==> config.mk <==
export PLATFORM = sky130hd
export DESIGN_NAME = regfile_wb_arbiter
export DESIGN_NICKNAME = d
export VERILOG_FILES = /design/src/rtl/regfile_wb_arbiter.sv
export SDC_FILE = /design/constraint.sdc
export NUM_CORES = 1
export LEC_CHECK = 0
export ABC_CLOCK_PERIOD_IN_PS = 5900
export BUFFER_PORTS_ARGS = -buffer_cell sky130_fd_sc_hd__buf_4
export CORE_ASPECT_RATIO = 2
export CORE_MARGIN = 1
export CORE_UTILIZATION = 47
export DETAILED_ROUTE_END_ITERATION = 10
export PLACE_DENSITY_LB_ADDON = 0.15
export SLEW_MARGIN = 40
export SYNTH_ARGS = -nofsm -noshare
export SYNTH_HDL_FRONTEND = slang
export SYNTH_SLANG_ARGS = --single-unit
==> constraint.sdc <==
create_clock -name i_clk -period 5.9 [get_ports i_clk]
set_input_delay 0.885 -clock i_clk [delete_from_list [all_inputs] [get_ports i_clk]]
set_output_delay 0.885 -clock i_clk [all_outputs]
set_load 0.01 [all_outputs]
==> src/rtl/regfile_wb_arbiter.sv <==
// Round-robin arbiter sharing the register-file write port between source A
// (ALU results) and source B (load / multicycle unit). Writes to register 0
// are acknowledged and dropped. Write-port outputs are registered.
module regfile_wb_arbiter #(
  parameter int unsigned DATA_W = 32,
  parameter int unsigned ADDR_W = 5,
  parameter int unsigned CNT_W  = 16
) (
  input  logic              i_clk,
  input  logic              i_rst,
  input  logic              i_a_valid,
  input  logic [ADDR_W-1:0] i_a_addr,
  input  logic [DATA_W-1:0] i_a_data,
  output logic              o_a_ready,
  input  logic              i_b_valid,
  input  logic [ADDR_W-1:0] i_b_addr,
  input  logic [DATA_W-1:0] i_b_data,
  output logic              o_b_ready,
  output logic              o_we,
  output logic [ADDR_W-1:0] o_waddr,
  output logic [DATA_W-1:0] o_wdata,
  output logic              o_last_b,
  output logic [CNT_W-1:0]  o_conflict_cnt
);

  localparam logic [CNT_W-1:0] CNT_MAX = {CNT_W{1'b1}};

  logic a_live;
  logic a_null;
  logic b_live;
  logic b_null;
  logic grant_a;
  logic grant_b;

  // Classify requests and pick the winner; a null request never competes.
  always_comb begin
    a_live    = 1'b0;
    a_null    = 1'b0;
    b_live    = 1'b0;
    b_null    = 1'b0;
    grant_a   = 1'b0;
    grant_b   = 1'b0;
    o_a_ready = 1'b0;
    o_b_ready = 1'b0;

    a_live  = i_a_valid && (i_a_addr != '0);
    a_null  = i_a_valid && (i_a_addr == '0);
    b_live  = i_b_valid && (i_b_addr != '0);
    b_null  = i_b_valid && (i_b_addr == '0);
    // On a tie the source not granted most recently wins.
    grant_a = a_live && (!b_live || o_last_b);
    grant_b = b_live && (!a_live || !o_last_b);

    if (!i_rst) begin
      o_a_ready = a_null || grant_a;
      o_b_ready = b_null || grant_b;
    end
  end

  // Write port, round-robin pointer and saturating conflict counter.
  always_ff @(posedge i_clk) begin
    if (i_rst) begin
      o_we           <= 1'b0;
      o_waddr        <= '0;
      o_wdata        <= '0;
      o_last_b       <= 1'b1;
      o_conflict_cnt <= '0;
    end else begin
      if (grant_a) begin
        o_we     <= 1'b1;
        o_waddr  <= i_a_addr;
        o_wdata  <= i_a_data;
        o_last_b <= 1'b0;
      end else if (grant_b) begin
        o_we     <= 1'b1;
        o_waddr  <= i_b_addr;
        o_wdata  <= i_b_data;
        o_last_b <= 1'b1;
      end else begin
        o_we <= 1'b0;
      end

      if (a_live && b_live && (o_conflict_cnt != CNT_MAX)) begin
        o_conflict_cnt <= o_conflict_cnt + CNT_W'(1);
      end
    end
  end

endmodule

# Yosys cells after proc, flatten, opt, wreduce, memory -nomap -nowiden
# Cells that the tools add are included.
[totals]
register_bits = 55
latch_bits = 0
ram_bits = 0
mem_bits_ro = 0
inputBits = 78
out_inout_bits = 57
elab_cells = 37
memories = 0
[op_classes]
addsub = 1
n_mul = 0
div = 0
magnitude_cmp = 0
n_eq_ne = 1
shifts = 0
n_mux = 10
bitwise = 0
reduce_logical = 20
[ops]
columns = ["cell", "n"]
rows = [
  ["32-bit 2-to-1 mux", 2],
  ["16-bit by 1-bit adder with 16-bit output, second input constant", 1],
  ["16-bit != test, second input constant", 1],
  ["5-bit logical NOT", 2],
  ["5-bit 2-to-1 mux", 2],
  ["5-bit nonzero test", 2],
  ["1-bit logical AND", 8],
  ["1-bit 2-to-1 mux", 6],
  ["1-bit logical OR", 4],
  ["1-bit logical NOT", 3],
  ["2-bit nonzero test", 1],
]

# Depth between registers and ports, before layout
# Gate-level depths: netlist (run 1).
[depth]
word_depth = 7
mapped_depth = 6
ltp_nobuf = 6

# Worst setup path before layout (run 1)
# Ideal clock, no wire load.
[synth_timing]
path_type = "input to output"
startpoint = "input port i_b_addr[0]"
endpoint = "output port o_a_ready"
arrival_time_ps = 2026
required_ps = 5015
slack_ps = 2989
stages = 5
n_path_buf = 1
cell_sequence = "nor3_2 a21bo_2 clkbuf_1 nor3_1 nor3_1"
[synth_between]
elab_chain_len = 7
[synth_lines]
columns = ["element", "line", "text"]
rows = [
  ["start: declaration", "16", "input logic [ADDR_W-1:0] i_b_addr,"],
  ["5-bit nonzero test", "48", "b_live = i_b_valid && (i_b_addr != '0);"],
  ["1-bit logical AND", "48", ""],
  ["1-bit logical NOT", "51", "grant_a = a_live && (!b_live || o_last_b);"],
  ["1-bit logical OR", "51", ""],
  ["1-bit logical AND", "51", ""],
  ["1-bit logical OR", "55", "o_a_ready = a_null || grant_a;"],
  ["1-bit 2-to-1 mux", "54", "if (!i_rst) begin"],
  ["end: declaration", "14", "output logic o_a_ready,"],
]
# No other way between the ends.

# Final worst setup path (run 1)
[layout_timing]
startpoint = "input port i_a_addr[0]"
endpoint = "output port o_b_ready"
[layout_between]
elab_chain_len = 7
[layout_lines]
columns = ["element", "line", "text"]
rows = [
  ["start: declaration", "12", "input logic [ADDR_W-1:0] i_a_addr,"],
  ["5-bit nonzero test", "46", "a_live = i_a_valid && (i_a_addr != '0);"],
  ["1-bit logical AND", "46", ""],
  ["1-bit logical NOT", "52", "grant_b = b_live && (!a_live || !o_last_b);"],
  ["1-bit logical OR", "52", ""],
  ["1-bit logical AND", "52", ""],
  ["1-bit logical OR", "56", "o_b_ready = b_null || grant_b;"],
  ["1-bit 2-to-1 mux", "54", ""],
  ["end: declaration", "18", "output logic o_b_ready,"],
]
# No other way between the ends.

==> results.sh, run 1 <==
export IMPL_die_area_um2=5479
export IMPL_fin_crit_sh_pct=54.66
export IMPL_final_common_cell="buf_4"
export IMPL_coreArea_um2=4910
export IMPL_worstPathArrival_ps=2340
export IMPL_fin_util_pct=72.63
export IMPL_holdPathEnd="o_wdata[31]"
export IMPL_antenna_left=0
export IMPL_wire_per_inst_um=16.73
export IMPL_cts_buffer_depth=2
export IMPL_rsz0062_at_grt="false"
export IMPL_r2r_cells=5
export IMPL_min_period_ps=3225
export IMPL_worstHoldPathType="register to register"
export IMPL_die_h_um=103.7
export IMPL_clk_pin_slew_ps=100
export IMPL_p_leak_uw=0.001548
export IMPL_r2r_start="o_conflict_cnt[0]"
export IMPL_synthAdderAreaFrac_pct=0.5149
export IMPL_syn_to_final_growth_pct=46.76
export IMPL_reg2reg_to="o_conflict_cnt[6]"
export IMPL_post_cts_setup_buffer_count=0
export IMPL_numCtsBuffers=5
export IMPL_total_power_uw=778.3
export IMPL_hold_start="o_wdata[31]"
export IMPL_vias=2429
export IMPL_synth_xor_area_share_pct=2.884
export IMPL_synthSimpleGateAreaFrac_pct=24.05
export IMPL_synthesis_nets=321
export IMPL_cp_end_kind="output pin"
export IMPL_ir_drop_mv=0.1622
export IMPL_synthMuxAreaShare_pct=1.802
export IMPL_cts_tree="built"
export IMPL_synth_cell_types=39
export IMPL_drc=0
export IMPL_cts_sinks=55
export IMPL_cp_max_fo=16
export IMPL_n_fill_cell=395
export IMPL_drv_cap=0
export IMPL_synth_top_family_by_area="simple AND/OR/NAND/NOR gates"
export IMPL_tightest_slew_ps=779.8
export IMPL_whs_path_depth=1
export IMPL_synth_area_leaders="dfxtp_1 (45%), a221o_1 (15%), and2_0 (7.7%), nor2_1 (2.9%), xnor2_1 (2.9%)"
export IMPL_yosys_warnings=0
export IMPL_syn_avg_cell_area_um2=10.04
export IMPL_syn_cell_area_um2=2430
export IMPL_layout_nets=451
export IMPL_synth_cells=242
export IMPL_routabilityCongestion=0.8062
export IMPL_grt_pass1_vias=2329
export IMPL_start_util_pct=49.49
export IMPL_timing_setup_tns_ps=0
export IMPL_ys_seq_elements=55
export IMPL_h_tree_depth=2
export IMPL_drt_total_wl_um=7196
export IMPL_vias_per_cell=5.649
export IMPL_antenna_found_initial=0
export IMPL_grt_max_degree=38
export IMPL_pin_count=135
export IMPL_worstPathRequired_ps=5020
export IMPL_crit_path_start_kind="primary input"
export IMPL_criticalPathCategory="primary input to output pin"
export IMPL_mostFrequentLayoutCells="buf_4 (137), dfxtp_1 (55), a221o_1 (37), and2_0 (30), nor2_1 (19)"
export IMPL_drive_gt1_share_pct=42.63
export IMPL_dp_hpwl_um=5341
export IMPL_max_freq_mhz=310.1
export IMPL_status="finished clean"
export IMPL_first_pass_iters=4
export IMPL_root_buffer="clkbuf_8"
export IMPL_clkLatencyLatePin_ps=300
export IMPL_overflow=0
export IMPL_powerDensity_nw_per_um2=218.3
export IMPL_synth_compound_area_share_pct=21.52
export IMPL_hold_buffers=0
export IMPL_rrSetupSlack_ps=3730
export IMPL_ys_seq_area_share_pct=45.31
export IMPL_finalMaxSlewViolations=0
export IMPL_drt_iter0_markers=83
export IMPL_clock_skew_ps=8.174
export IMPL_setup_viol=0
export IMPL_die_width_um=52.84
export IMPL_ctsResizeCount=0
export IMPL_final_hold_violation_count=0
export IMPL_synth_top_area_share_pct=45.31
export IMPL_rows=36
export IMPL_max_slew_margin_rel_pct=46.67
export IMPL_grt_pass1_wl_um=10780
export IMPL_grtUsageTotal_pct=25.82
export IMPL_synth_area_leader_cell="dfxtp_1"
export IMPL_antenna_cells=0
export IMPL_io_buffers=134
==> synthesized netlist by cell type <==
cell / n
dfxtp_1: 55
a221o_1: 37
and2_0: 30
nor2_1: 19
xnor2_1: 8
and2_1: 7
clkbuf_1: 7
nand3_1: 7
nor4_1: 7
a21oi_1: 6
nand2_1: 5
buf_2: 4
nand4_1: 4
nor3_1: 4
or4_1: 4
and4_1: 3
buf_6: 3
inv_1: 3
mux2_2: 3
o31ai_1: 3
a2111oi_0: 2
nand2b_1: 2
nor2b_1: 2
nor4b_1: 2
a211o_1: 1
a21bo_2: 1
a221oi_4: 1
a31oi_1: 1
a41o_1: 1
ha_1: 1
inv_2: 1
mux2i_1: 1
nor2_2: 1
nor3_2: 1
o21ai_0: 1
o21ai_4: 1
or2_2: 1
or3_1: 1
or4_4: 1
==> how the worst max path moves through the flow <==
stage / from / end / cells past startpoint
floorplan: i_b_addr[0] / o_a_ready / 5
global placement: i_a_addr[0] / o_b_ready / 6
detailed placement: i_a_addr[0] / o_b_ready / 6
CTS: i_a_addr[0] / o_b_ready / 6
finish: i_a_addr[0] / o_b_ready / 6
global route: i_a_addr[0] / o_b_ready / 6
==> state kept, by name (all words and copies together), names as in the netlist <==
name / count
o_waddr: 5
o_last_b: 1
o_we: 1
o_conflict_cnt: 16
o_wdata: 32
==> worst max-delay path, stage by stage <==
cell     delay [ps]
buf_4           110
or4_4           540
o21ai_4         360
inv_2           100
a31oi_1         190
buf_4           140
==> cells by family after synthesis <==
group | count (synthesis)
and+or+nand+nor | 101
AOI/OAI and AO/OA | 55
DFF | 55
buffers and inverters | 18
xor gates and xnor gates | 8
muxes | 4
adders and majority gates | 1
==> power by group <==
part           switching [µW]  total [µW]  internal, µW  leakage, µW
combinational            61.9         150          88.1      0.00105
clock                     123         219          96.1    0.0000474
sequential               14.4         409           395     0.000453
==> cell type report <==
type | count | area, µm² | share of cell area [%]
multi-input cells | 169 | 1251 | 35.09
flip-flops and latches | 55 | 1101 | 30.88
repair buffers | 137 | 1028 | 28.84
clock buffers | 6 | 82.58 | 2.316
well taps | 57 | 71.32 | 2.000
clock inverters | 2 | 16.27 | 0.4561
inverters | 4 | 15.01 | 0.4211
==> per-layer routing <==
metal	vias to the layer above	share of wire [%]	global-route usage, %
met3	16	5.1	4.112
met2	91	56	47.92
li1	1179	-	-
met1	1143	36	26.38
met5	-	0	0
met4	0	3.1	10.90
==> through the flow <==
step	hold slack, ps	instance area, µm²	setup WS, ps	cells
after floorplan	521.2	2430	2989	242
after global placement	471.2	3455	2706	422
after detailed placement	468.8	3461	2686	422
after CTS	501.9	3560	2673	430
after global routing	511.8	3566	2591	430
final	494.5	3566	2675	430
No activity file was read; power rests on OpenSTA's default activity.
==> run 2: changes to the inputs <==
Settings changed: ABC_CLOCK_PERIOD_IN_PS 5900 to 3200, CORE_UTILIZATION 47 to 44.
Clock period 5.9 ns to 3.2 ns, I/O delays scaled along.
==> run 2 against run 1 <==
Net effect:
- count of clock-buffer cells in the layout decreased by 1
- clock skew decreased by 2.2 ps
- highest routed layer unchanged
- largest cell class unchanged
- critical path type unchanged
- sequential cell count unchanged
- power increased by 100%
- largest power group unchanged
- sequential power increased by 85%
==> results.sh, run 2 (synthesis gave the netlist of run 1 again) <==
export IMPL_r2r_start="o_conflict_cnt[0]"
export IMPL_max_slew_margin_rel_pct=42.92
export IMPL_cts_buffer_depth=2
export IMPL_ir_drop_mv=0.4083
export IMPL_grt_pass1_wl_um=10140
export IMPL_status="finished clean"
export IMPL_fin_crit_sh_pct=76.30
export IMPL_timing_setup_tns_ps=0
export IMPL_coreArea_um2=5373
export IMPL_n_fill_cell=468
export IMPL_rrSetupSlack_ps=990
export IMPL_r2r_cells=5
export IMPL_drc=0
export IMPL_crit_path_start_kind="primary input"
export IMPL_hold_start="i_b_data[1]"
export IMPL_dp_hpwl_um=5085
export IMPL_fin_ws_ps=758.3
export IMPL_drt_total_wl_um=6960
export IMPL_critical_path_max_stage_delay_ps=550
export IMPL_clkLatencyLatePin_ps=320
export IMPL_overflow=0
export IMPL_die_area_um2=5841
export IMPL_place_ws_ps=677.5
export IMPL_wire_per_inst_um=16.07
export IMPL_worstPathBufferInverterCount=3
export IMPL_netSwitchingFraction_pct=23.59
export IMPL_tightest_slew_ps=834.6
export IMPL_combPwrFrac_pct=17.2
export IMPL_die_h_um=107.1
export IMPL_cts_tree="built"
export IMPL_first_pass_iters=4
export IMPL_syn_to_final_growth_pct=48.25
export IMPL_grt_pass1_vias=2253
export IMPL_cpMaxStageDelayCell="or4_4"
export IMPL_cp_cell_sequence="buf_4 -> or4_4 -> o21ai_4 -> inv_2 -> a31oi_1 -> buf_4"
export IMPL_max_freq_mhz=409.6
export IMPL_powerDensity_nw_per_um2=436.8
export IMPL_post_cts_setup_buffer_count=0
export IMPL_hold_buffers=0
export IMPL_regMostFlops="o_wdata"
export IMPL_h_tree_depth=2
export IMPL_pin_count=135
export IMPL_numCtsBuffers=5
export IMPL_layout_nets=451
export IMPL_whs_path_depth=2
export IMPL_p_seq_share_pct=48.0
export IMPL_final_common_cell="buf_4"
export IMPL_worstPathRequired_ps=2720
export IMPL_clock_skew_ps=5.999
export IMPL_mostFrequentLayoutCells="buf_4 (137), dfxtp_1 (55), a221o_1 (37), and2_0 (30), nor2_1 (19)"
export IMPL_p_int_uw=1202
export IMPL_timing_critical_path_mode_cell="buf_4"
export IMPL_vias=2454
export IMPL_cp_max_fo=16
export IMPL_multiInputGateArea_um2=1246
export IMPL_rsz0062_at_grt="false"
export IMPL_rows=38
export IMPL_io_buffers=134
export IMPL_p_clk_share_pct=34.7
export IMPL_drive_gt1_share_pct=42.36
export IMPL_min_period_ps=2442
export IMPL_antenna_left=0
export IMPL_clk_pin_slew_ps=100
export IMPL_routabilityCongestion=0.7990
export IMPL_drv_cap=0
export IMPL_holdPathEnd="o_wdata[1]"
export IMPL_register_area_um2=1101
export IMPL_worstPathArrival_ps=1960
export IMPL_reg2reg_to="o_conflict_cnt[6]"
export IMPL_grt_max_degree=38
export IMPL_start_util_pct=45.23
export IMPL_setup_viol=0
export IMPL_root_buffer="clkbuf_8"
export IMPL_top_regs="o_wdata (32), o_conflict_cnt (16), o_waddr (5)"
export IMPL_antenna_found_initial=0
export IMPL_worstHoldPathType="primary input to register"
export IMPL_drt_iter0_markers=47
export IMPL_largest_reg_flops=32
export IMPL_cts_sinks=55
export IMPL_vias_per_cell=5.667
export IMPL_die_width_um=54.55
export IMPL_final_hold_violation_count=0
export IMPL_cp_top_family="compound AO/OA/AOI/OAI gates"
export IMPL_antenna_cells=0
export IMPL_grtUsageTotal_pct=23.57
export IMPL_ctsResizeCount=0
export IMPL_criticalPathCategory="primary input to output pin"
export IMPL_finalMaxSlewViolations=0
export IMPL_p_leak_uw=0.001564
export IMPL_crit_cells=6
export IMPL_net_switching_power_uw=371.2
export IMPL_cp_end_kind="output pin"
run 2: per-stage QoR:
step	utilization [%]	cells	cell area (µm²)	total power (µW)	hold WS, ps
after floorplan	-	242	2430	883.1	521.2
after global placement	64.37	425	3458	1038	469.7
after detailed placement	64.39	425	3460	1044	471.4
after CTS	66.93	433	3596	1592	364.6
after global routing	67.05	433	3602	1637	370.1
final	67.05	433	3602	1573	376.2
run 2: cell type report:
cell class / instances / area share [%]
Clock buffer: 5 / 1.910
Multi-Input combinational cell: 169 / 34.60
Clock inverter: 3 / 1.876
Sequential cell: 55 / 30.57
Inverter: 4 / 0.4168
Tap cell: 60 / 2.084
Timing Repair Buffer: 137 / 28.55
run 2: worst max-delay path by stage:
stage                start          end  slack, ps
2_1_floorplan  i_b_addr[0]    o_a_ready       1100
3_3_place_gp   i_a_addr[0]  o_wdata[25]        720
3_5_place_dp   i_a_addr[0]  o_wdata[11]        680
4_1_cts        i_a_addr[0]    o_b_ready        770
5_1_grt        i_a_addr[0]    o_b_ready        680
6_report       i_a_addr[0]    o_b_ready        760
run 2: routing by layer:
metal / routed length, µm / vias to the layer above / track usage (%)
met5: 0 / - / 0
met4: 194 / 0 / 10.26
met3: 471 / 15 / 5.248
met2: 3768 / 93 / 44.08
met1: 2525 / 1164 / 22.49
li1: - / 1182 / -
run 2: power groups by stage:
| stage | registers, µW | clock network (µW) | logic (µW) |
|---|---|---|---|
| floorplan | 788 | 0 | 94.7 |
| global placement | 770 | 0 | 268 |
| detailed placement | 771 | 0 | 273 |
| CTS | 756 | 562 | 274 |
| global route | 762 | 581 | 294 |
| finish | 756 | 546 | 271 |
